`config.mk`:
```
export PLATFORM = sky130hd
export DESIGN_NAME = collision_map_arbiter
export DESIGN_NICKNAME = d
export VERILOG_FILES = /design/src/rtl/vga_pkg.sv /design/src/rtl/rr_arbiter.sv /design/src/rtl/collision_map_arbiter.sv
export SDC_FILE = /design/constraint.sdc
export NUM_CORES = 1
export LEC_CHECK = 0
export CAP_MARGIN = 25
export CORE_MARGIN = 2
export CORE_UTILIZATION = 44
export CTS_CLUSTER_SIZE = 25
export DETAILED_ROUTE_END_ITERATION = 8
export PLACE_DENSITY_LB_ADDON = 0.1
export SLEW_MARGIN = 40
export SYNTH_ARGS = -nofsm -noshare
export SYNTH_HDL_FRONTEND = slang
export SYNTH_SLANG_ARGS = --single-unit
```
`constraint.sdc`:
```
create_clock -name clk -period 5.7 [get_ports clk]
set_input_delay 1.425 -clock clk [delete_from_list [all_inputs] [get_ports clk]]
set_output_delay 1.425 -clock clk [all_outputs]
set_load 0.01 [all_outputs]
```
`src/rtl/vga_pkg.sv`:
```
// Shared VGA/game constants: map geometry, pixel codes and cell-address layout.
package vga_pkg;
  localparam int MAP_W_DEF = 500;
  localparam int MAP_H_DEF = 192;

  localparam logic [3:0] PIX_WALL = 4'h0;
  localparam logic [3:0] PIX_DOOR = 4'h4;

  localparam int X_W   = 9;
  localparam int Y_W   = 7;
  localparam int ADR_W = X_W + Y_W;

  // A cell address is out of the map when either field exceeds the map extent.
  function automatic logic cell_oob(input logic [ADR_W-1:0] a, input int w, input int h);
    return (32'(a[X_W-1:0]) >= w) || (32'(a[ADR_W-1:X_W]) >= h);
  endfunction
endpackage

```
`src/rtl/rr_arbiter.sv`:
```
// Round-robin arbiter: combinational one-hot grant, pointer advances past the winner on adv.
module rr_arbiter #(
  parameter int N  = 3,
  parameter int IW = $clog2(N)
) (
  input  logic          clk,
  input  logic          rst,
  input  logic [N-1:0]  req,
  input  logic          adv,
  output logic [N-1:0]  gnt,
  output logic [IW-1:0] idx
);
  logic [IW-1:0] r_ptr;
  logic          w_found;
  logic [IW-1:0] w_k;
  int            w_s;

  always_comb begin
    gnt     = '0;
    idx     = '0;
    w_found = 1'b0;
    w_k     = '0;
    w_s     = 0;
    for (int i = 0; i < N; i++) begin
      w_s = int'(r_ptr) + i;
      if (w_s >= N) w_s = w_s - N;
      w_k = IW'(w_s);
      if (!w_found && req[w_k]) begin
        w_found  = 1'b1;
        gnt[w_k] = 1'b1;
        idx      = w_k;
      end
    end
  end

  always_ff @(posedge clk) begin
    if (rst)      r_ptr <= '0;
    else if (adv) r_ptr <= (idx == IW'(N-1)) ? '0 : idx + IW'(1);
  end
endmodule

```
`src/rtl/collision_map_arbiter.sv`:
```
// Shares the collision-map ROM between requesters; fixed-latency tagged return pipeline.
module collision_map_arbiter
  import vga_pkg::*;
#(
  parameter int         N_REQ     = 3,
  parameter int         ROM_LAT   = 1,
  parameter int         MAP_W     = MAP_W_DEF,
  parameter int         MAP_H     = MAP_H_DEF,
  parameter logic [3:0] OOB_PIXEL = PIX_WALL
) (
  input  logic                         clk,
  input  logic                         rst,
  input  logic [N_REQ-1:0]             req,
  input  logic [N_REQ-1:0][ADR_W-1:0]  addr,
  output logic [N_REQ-1:0]             gnt,
  output logic [N_REQ-1:0]             rvalid,
  output logic [3:0]                   rdata,
  output logic [ADR_W-1:0]             rom_adr,
  input  logic [3:0]                   rom_data
);
  localparam int TW = $clog2(N_REQ);

  logic [N_REQ-1:0] w_gnt;
  logic [TW-1:0]    w_idx;
  logic             w_adv;
  logic             w_oob;

  logic [ROM_LAT-1:0]         r_vld_pipe;
  logic [ROM_LAT-1:0]         r_oob_pipe;
  logic [ROM_LAT-1:0][TW-1:0] r_tag_pipe;
  logic [ADR_W-1:0]           r_rom_adr;
  logic [N_REQ-1:0]           r_rvalid;
  logic [3:0]                 r_rdata;

  rr_arbiter #(.N(N_REQ), .IW(TW)) u_arb (
    .clk (clk),
    .rst (rst),
    .req (req),
    .adv (w_adv),
    .gnt (w_gnt),
    .idx (w_idx)
  );

  assign w_adv = |w_gnt;
  assign w_oob = cell_oob(addr[w_idx], MAP_W, MAP_H);

  // OOB accesses still go to the ROM so every return lands at the same latency.
  always_ff @(posedge clk) begin
    if (rst) begin
      r_rom_adr  <= '0;
      r_vld_pipe <= '0;
      r_oob_pipe <= '0;
      r_tag_pipe <= '0;
      r_rvalid   <= '0;
      r_rdata    <= '0;
    end else begin
      if (w_adv) r_rom_adr <= addr[w_idx];
      for (int i = ROM_LAT-1; i > 0; i--) begin
        r_vld_pipe[i] <= r_vld_pipe[i-1];
        r_oob_pipe[i] <= r_oob_pipe[i-1];
        r_tag_pipe[i] <= r_tag_pipe[i-1];
      end
      r_vld_pipe[0] <= w_adv;
      r_oob_pipe[0] <= w_oob;
      r_tag_pipe[0] <= w_idx;
      if (r_vld_pipe[ROM_LAT-1]) begin
        r_rdata  <= r_oob_pipe[ROM_LAT-1] ? OOB_PIXEL : rom_data;
        r_rvalid <= N_REQ'(1) << r_tag_pipe[ROM_LAT-1];
      end else begin
        r_rvalid <= '0;
      end
    end
  end

  assign gnt     = w_gnt;
  assign rvalid  = r_rvalid;
  assign rdata   = r_rdata;
  assign rom_adr = r_rom_adr;
endmodule

```
== After elaboration in Yosys (flattened, before gate mapping) ==
Index checks and enable logic that the tools add are counted.
Storage, ports and cells
  word-level logic and storage cells: 65
  input port bits: 57
  flip-flop bits (word level): 29
  output and inout bits: 26
Operators by class
  $add $sub $neg: 6
  shift-type cells: 1
  equality and inequality tests: 1
  $lt $le $gt $ge: 11
  mux-type cells: 27
  reductions and logical operators: 9
  bitwise operators: 3
Operators with widths (count)
  binary-select mux 16 bit (select 2 bit): 1
  two-way mux 16 bit: 1
  two-way mux 2 bit: 7
  < comparator 2 x 3 -> 1 bit (second input constant): 4
  greater-or-equal comparator 9 bit (second input constant): 1
  two-way mux 3 bit: 3
  two-way mux 1 bit: 8
  binary-select mux 1 bit (select 2 bit): 3
  demux 1 bit (select 2 bit): 3
  greater-or-equal comparator 2 x 1 -> 1 bit (second input constant): 3
  greater-or-equal comparator 3 x 2 -> 1 bit (second input constant): 2
  bitwise OR 3 bit: 2
  logical AND 1 bit: 5
  two-way mux 4 bit: 1
  subtractor 2 x 1 -> 2 bit (second input constant): 2
  adder 2 x 1 -> 3 bit (second input constant): 1
  adder 2 x 2 -> 3 bit (second input constant): 1
  OR reduction 3 bit: 1
  left shift 1 x 2 -> 3 bit (first input constant): 1
  adder 2 x 1 -> 2 bit (second input constant): 1
  == test 2 bit (second input constant): 1
  greater-or-equal comparator 2 bit (second input constant): 1
  logical NOT 1 bit: 2
  OR reduction 2 bit: 1
  other kinds (2): 2

== Longest topological paths before layout ==
  word-level depth: 14
  mapped depth: 12
  gate-level depth less buffers: 9

== Modules after synthesis ==
A second synthesis with hierarchy kept.
Unflattened totals
  cells, all modules: 198
  area total of the unflattened synthesis: 1672.9 um^2
Modules (own cells, without submodules)
  collision_map_arbiter: sequential area each 540.5 um^2, cells each 143, instances 1, area an instance 1255.0 um^2
  rr_arbiter: sequential area each 40.0 um^2, cells each 55, instances 1, area an instance 417.9 um^2

== Least setup slack after synthesis ==
OpenSTA, ideal clock, no wires.
  kind: input-to-output
  start point: input req[0]
  end point: output gnt[0]
  arrival time: 2.145 ns
  stages on the path: 4
  path slack: 2.130 ns
  required time: 4.275 ns
  buffers on the path: 0
  cells stage by stage: mux2i_4 -> o21a_2 -> nor2_1 -> a31oi_1
On the way
  longest elaborated chain between the ends: 9
  elaborated cells between the ends (all ways): 17
  classes of those cells: mux: 11; bitwise: 2; reduce/logical: 4
RTL lines
  from (decl): RTL line collision_map_arbiter.sv:13  | input logic [N_REQ-1:0] req,
  binary-select mux 1 bit (select 2 bit): RTL line rr_arbiter.sv:28  | if (!w_found && req[w_k]) begin
  two-way mux 1 bit (implied by the code): RTL line rr_arbiter.sv:28
  two-way mux 1 bit: RTL line rr_arbiter.sv:28
  logical NOT 1 bit: RTL line rr_arbiter.sv:28
  logical AND 1 bit: RTL line rr_arbiter.sv:28
  two-way mux 1 bit: RTL line rr_arbiter.sv:28
  logical NOT 1 bit: RTL line rr_arbiter.sv:28
  logical AND 1 bit: RTL line rr_arbiter.sv:28
  two-way mux 3 bit (*): RTL line rr_arbiter.sv:28
  to (decl): RTL line collision_map_arbiter.sv:15  | output logic [N_REQ-1:0] gnt,
Every way passes the cells marked *; elsewhere a longest branch is shown, timed or not. The select of a mux whose other input is x is not followed.

== Worst setup path after layout ==
  start point: input req[1]
  end point: output gnt[0]
Same word-level chain as after synthesis.

==> qor.yml <==
worst_setup_path:
  path_delay_family: "buffers and inverters"
  crit_type: "in2out"
  cp_common_cell: "clkdlybuf4s50_1"
  worstPathRequired_ns: 4.28
  critical_path.max_stage_delay_ns: 0.62
  cp_slowest_cell: "clkdlybuf4s50_1"
  crit_arrival_ns: 3.43
  cp-start-kind: "input pin"
  crit_buf_inv: 2
  crit_chain: "clkdlybuf4s50_1, mux2i_1, o21ai_0, o2111ai_1, a31oi_1, clkdlybuf4s50_1"
  worst_setup_path_end_kind: "output pin"
  path_max_fanout: 7
die:
  die_h_um: 66.9
  core_area_sq_um: 3740
  rows: 22
  die_x_um: 66.9
  dieArea_sq_um: 4480
  initial_core_util: 0.465
  io_pins: 83
global_route:
  grt_max_degree: 40
  antenna_found_initial: 0
  track_usage: 0.212
  grt_pass1_wl_mm: 7.34
  grt-ovfl-total: 0
  grt_pass1_vias: 1680
synth:
  yosys.area_share.simple: 0.277
  synth_edf_count: 0
  synth_nets: 275
  yosys.area.top_type: "dfxtp_1"
  synth_top_family_by_area: "simple AND/OR/NAND/NOR gates"
  syn_inst: 214
  ys_seq_elements: 29
  synth_area_leaders: "dfxtp_1, nand2_1, a311o_1"
  ys_seq_area_frac: 0.333
  synth_xor_area_frac: 0
  synth_warnings: 0
  postSynthAreaPerCell_sq_um: 8.14
  synth_cell_types: 41
  synth_compound_area_frac: 0.229
  muxShareOfSynthArea: 0.0589
  syn_area_sq_um: 1740
  ys.flop_type: "dfxtp_1"
  synth_top_cell_area_share: 0.333
  synth_fa_ha_area_frac: 0.0287
  async_reset_ff_frac: 0
finish:
  drive_gt1_frac: 0.0687
  final_common_cell: "clkdlybuf4s50_1"
  final_area_sq_um: 2630
  n_fill_cell: 334
  multiInputGateArea_sq_um: 1030
  fin_nets: 351
  layout_common_cells: "clkdlybuf4s50_1, nand2_1, dfxtp_1"
  seq_area_sq_um: 581
  area_growth_pct: 50.7
  insertedDiodeCount: 0
timing:
  worst_pin_slew_ns: 0.709
  period_minus_slack_ns: 4.86
  rsz0062_at_grt: "false"
  whs_ns: 0.441
  finClkSkew_ns: 0.00319
  tns_ns: 0
  slew_violations: 0
  final-setup-viol-count: 0
  setup_ws_ns: 0.844
  fmax_mhz: 206
  finalHoldViolCount: 0
  min_period_over_period: 0.852
  relSlewSlack: 0.527
detailed_routing:
  first_pass_iters: 4
  post-route-drc-count: 0
  wire_per_inst_um: 13.4
  drtIter0Drc: 93
  drtAntennaViolNets: 0
  via_count: 1820
  vias_per_cell: 5.37
  wirelength_mm: 4.55
power:
  p_sw_frac: 0.427
  internal_power_mw: 0.790
  pwr-share-comb: 0.664
  p_leak_nw: 0.978
  power.density_nw_per_um2: 525
  power.total_mw: 1.38
  switching_power_mw: 0.589
  clkPwrFrac: 0.118
  power_frac_seq: 0.219
  vdd_drop_max_v: 0.000287
clock_tree:
  clk_path_buf_depth: 2
  post_cts.resized_instances: 0
  cts_sinks: 29
  htreeDepth: 2
  cts.clk_slew.worst_paths_ns: 0.06
  cts_post_setup_buffers_inserted: 0
  cts_buffers: 5
  cts_tree: "yes"
  cts_hold_buf: 0
  cts_root_buf: "clkbuf_8"
  insertion_delay_ns: 0.28
place:
  place.gp.congestion: 0.883
  hpwl_mm: 3.34
  dp_slack_ns: 0.864
  port_buffers: 82
  placed_cell_area_sq_um: 2540
run_status:
  status: "complete, no violations"
flow_run:
  cap_violations: 0
min_path:
  min_path_type: "reg2reg"
==> cells by family (layout without fill, tap and decap cells) <==
logic type,Yosys count,in the layout
buffers and inverters,21,98
AO/OA/AOI/OAI,56,56
multiplexers,9,9
AND/OR/NAND/NOR,95,95
adder cells (fa/ha/maj),4,4
flip-flops,29,29
==> metal layers <==
layer	part of all wire	vias to the layer above	GRT usage
li1	-	918	-
met1	0.45	833	0.263
met2	0.45	65	0.350
met3	0.097	4	0.0743
met4	0.0073	0	0.0536
met5	0	-	0
==> final cells by class <==
cell class	count	share of cell area
repair buffers	85	0.322
well taps	48	0.0229
multi-input cells	164	0.394
inverters	5	0.00715
flip-flops and latches	29	0.221
clock buffers	5	0.0262
clock inverters	3	0.00667
==> worst paths after layout <==
| path | start | endpoint | slack, ns | depth (start not counted) |
|---|---|---|---|---|
| max | req[1] | gnt[0] | 0.84 | 6 |
| min | r_tag_pipe[1]$_SDFF_PP0_ | rvalid[1]$_SDFF_PP0_ | 0.44 | 1 |
| max reg2reg | u_arb.r_ptr[1]$_SDFFE_PP0P_ | r_oob_pipe$_SDFF_PP0_ | 2.81 | 9 |
| min reg2reg | r_tag_pipe[1]$_SDFF_PP0_ | rvalid[1]$_SDFF_PP0_ | 0.44 | 1 |
==> through the flow <==
stage | instances | util
after floorplan | 214 | -
after global placement | 329 | 0.673
after detailed placement | 331 | 0.678
after CTS | 339 | 0.701
after global routing | 339 | 0.701
final | 339 | 0.701
==> registers in the layout (all words and copies together), names as in the netlist <==
register,count
r_vld_pipe,1
u_arb.r_ptr,2
rvalid,3
rdata,4
r_oob_pipe,1
rom_adr,16
r_tag_pipe,2
==> power groups by stage <==
stage,clock [mW],sequential (mW),combinational [mW]
floorplan,0,0.322,0.651
global placement,0,0.305,0.874
detailed placement,0,0.305,0.915
CTS,0.165,0.302,0.920
global route,0.175,0.310,1.01
finish,0.162,0.302,0.915
==> Yosys cell counts, types with 5 or more instances <==
| library cell | count |
|---|---|
| buf_2 | 6 |
| nand3b_1 | 7 |
| dfxtp_1 | 29 |
| nand4_1 | 5 |
| nor2_1 | 23 |
| a21oi_1 | 22 |
| o21ai_1 | 5 |
| nand2_1 | 42 |
| nor2b_1 | 6 |
| mux2i_1 | 8 |
| inv_1 | 5 |
| a311o_1 | 12 |
Note: power is estimated with default switching activity, not from simulation.
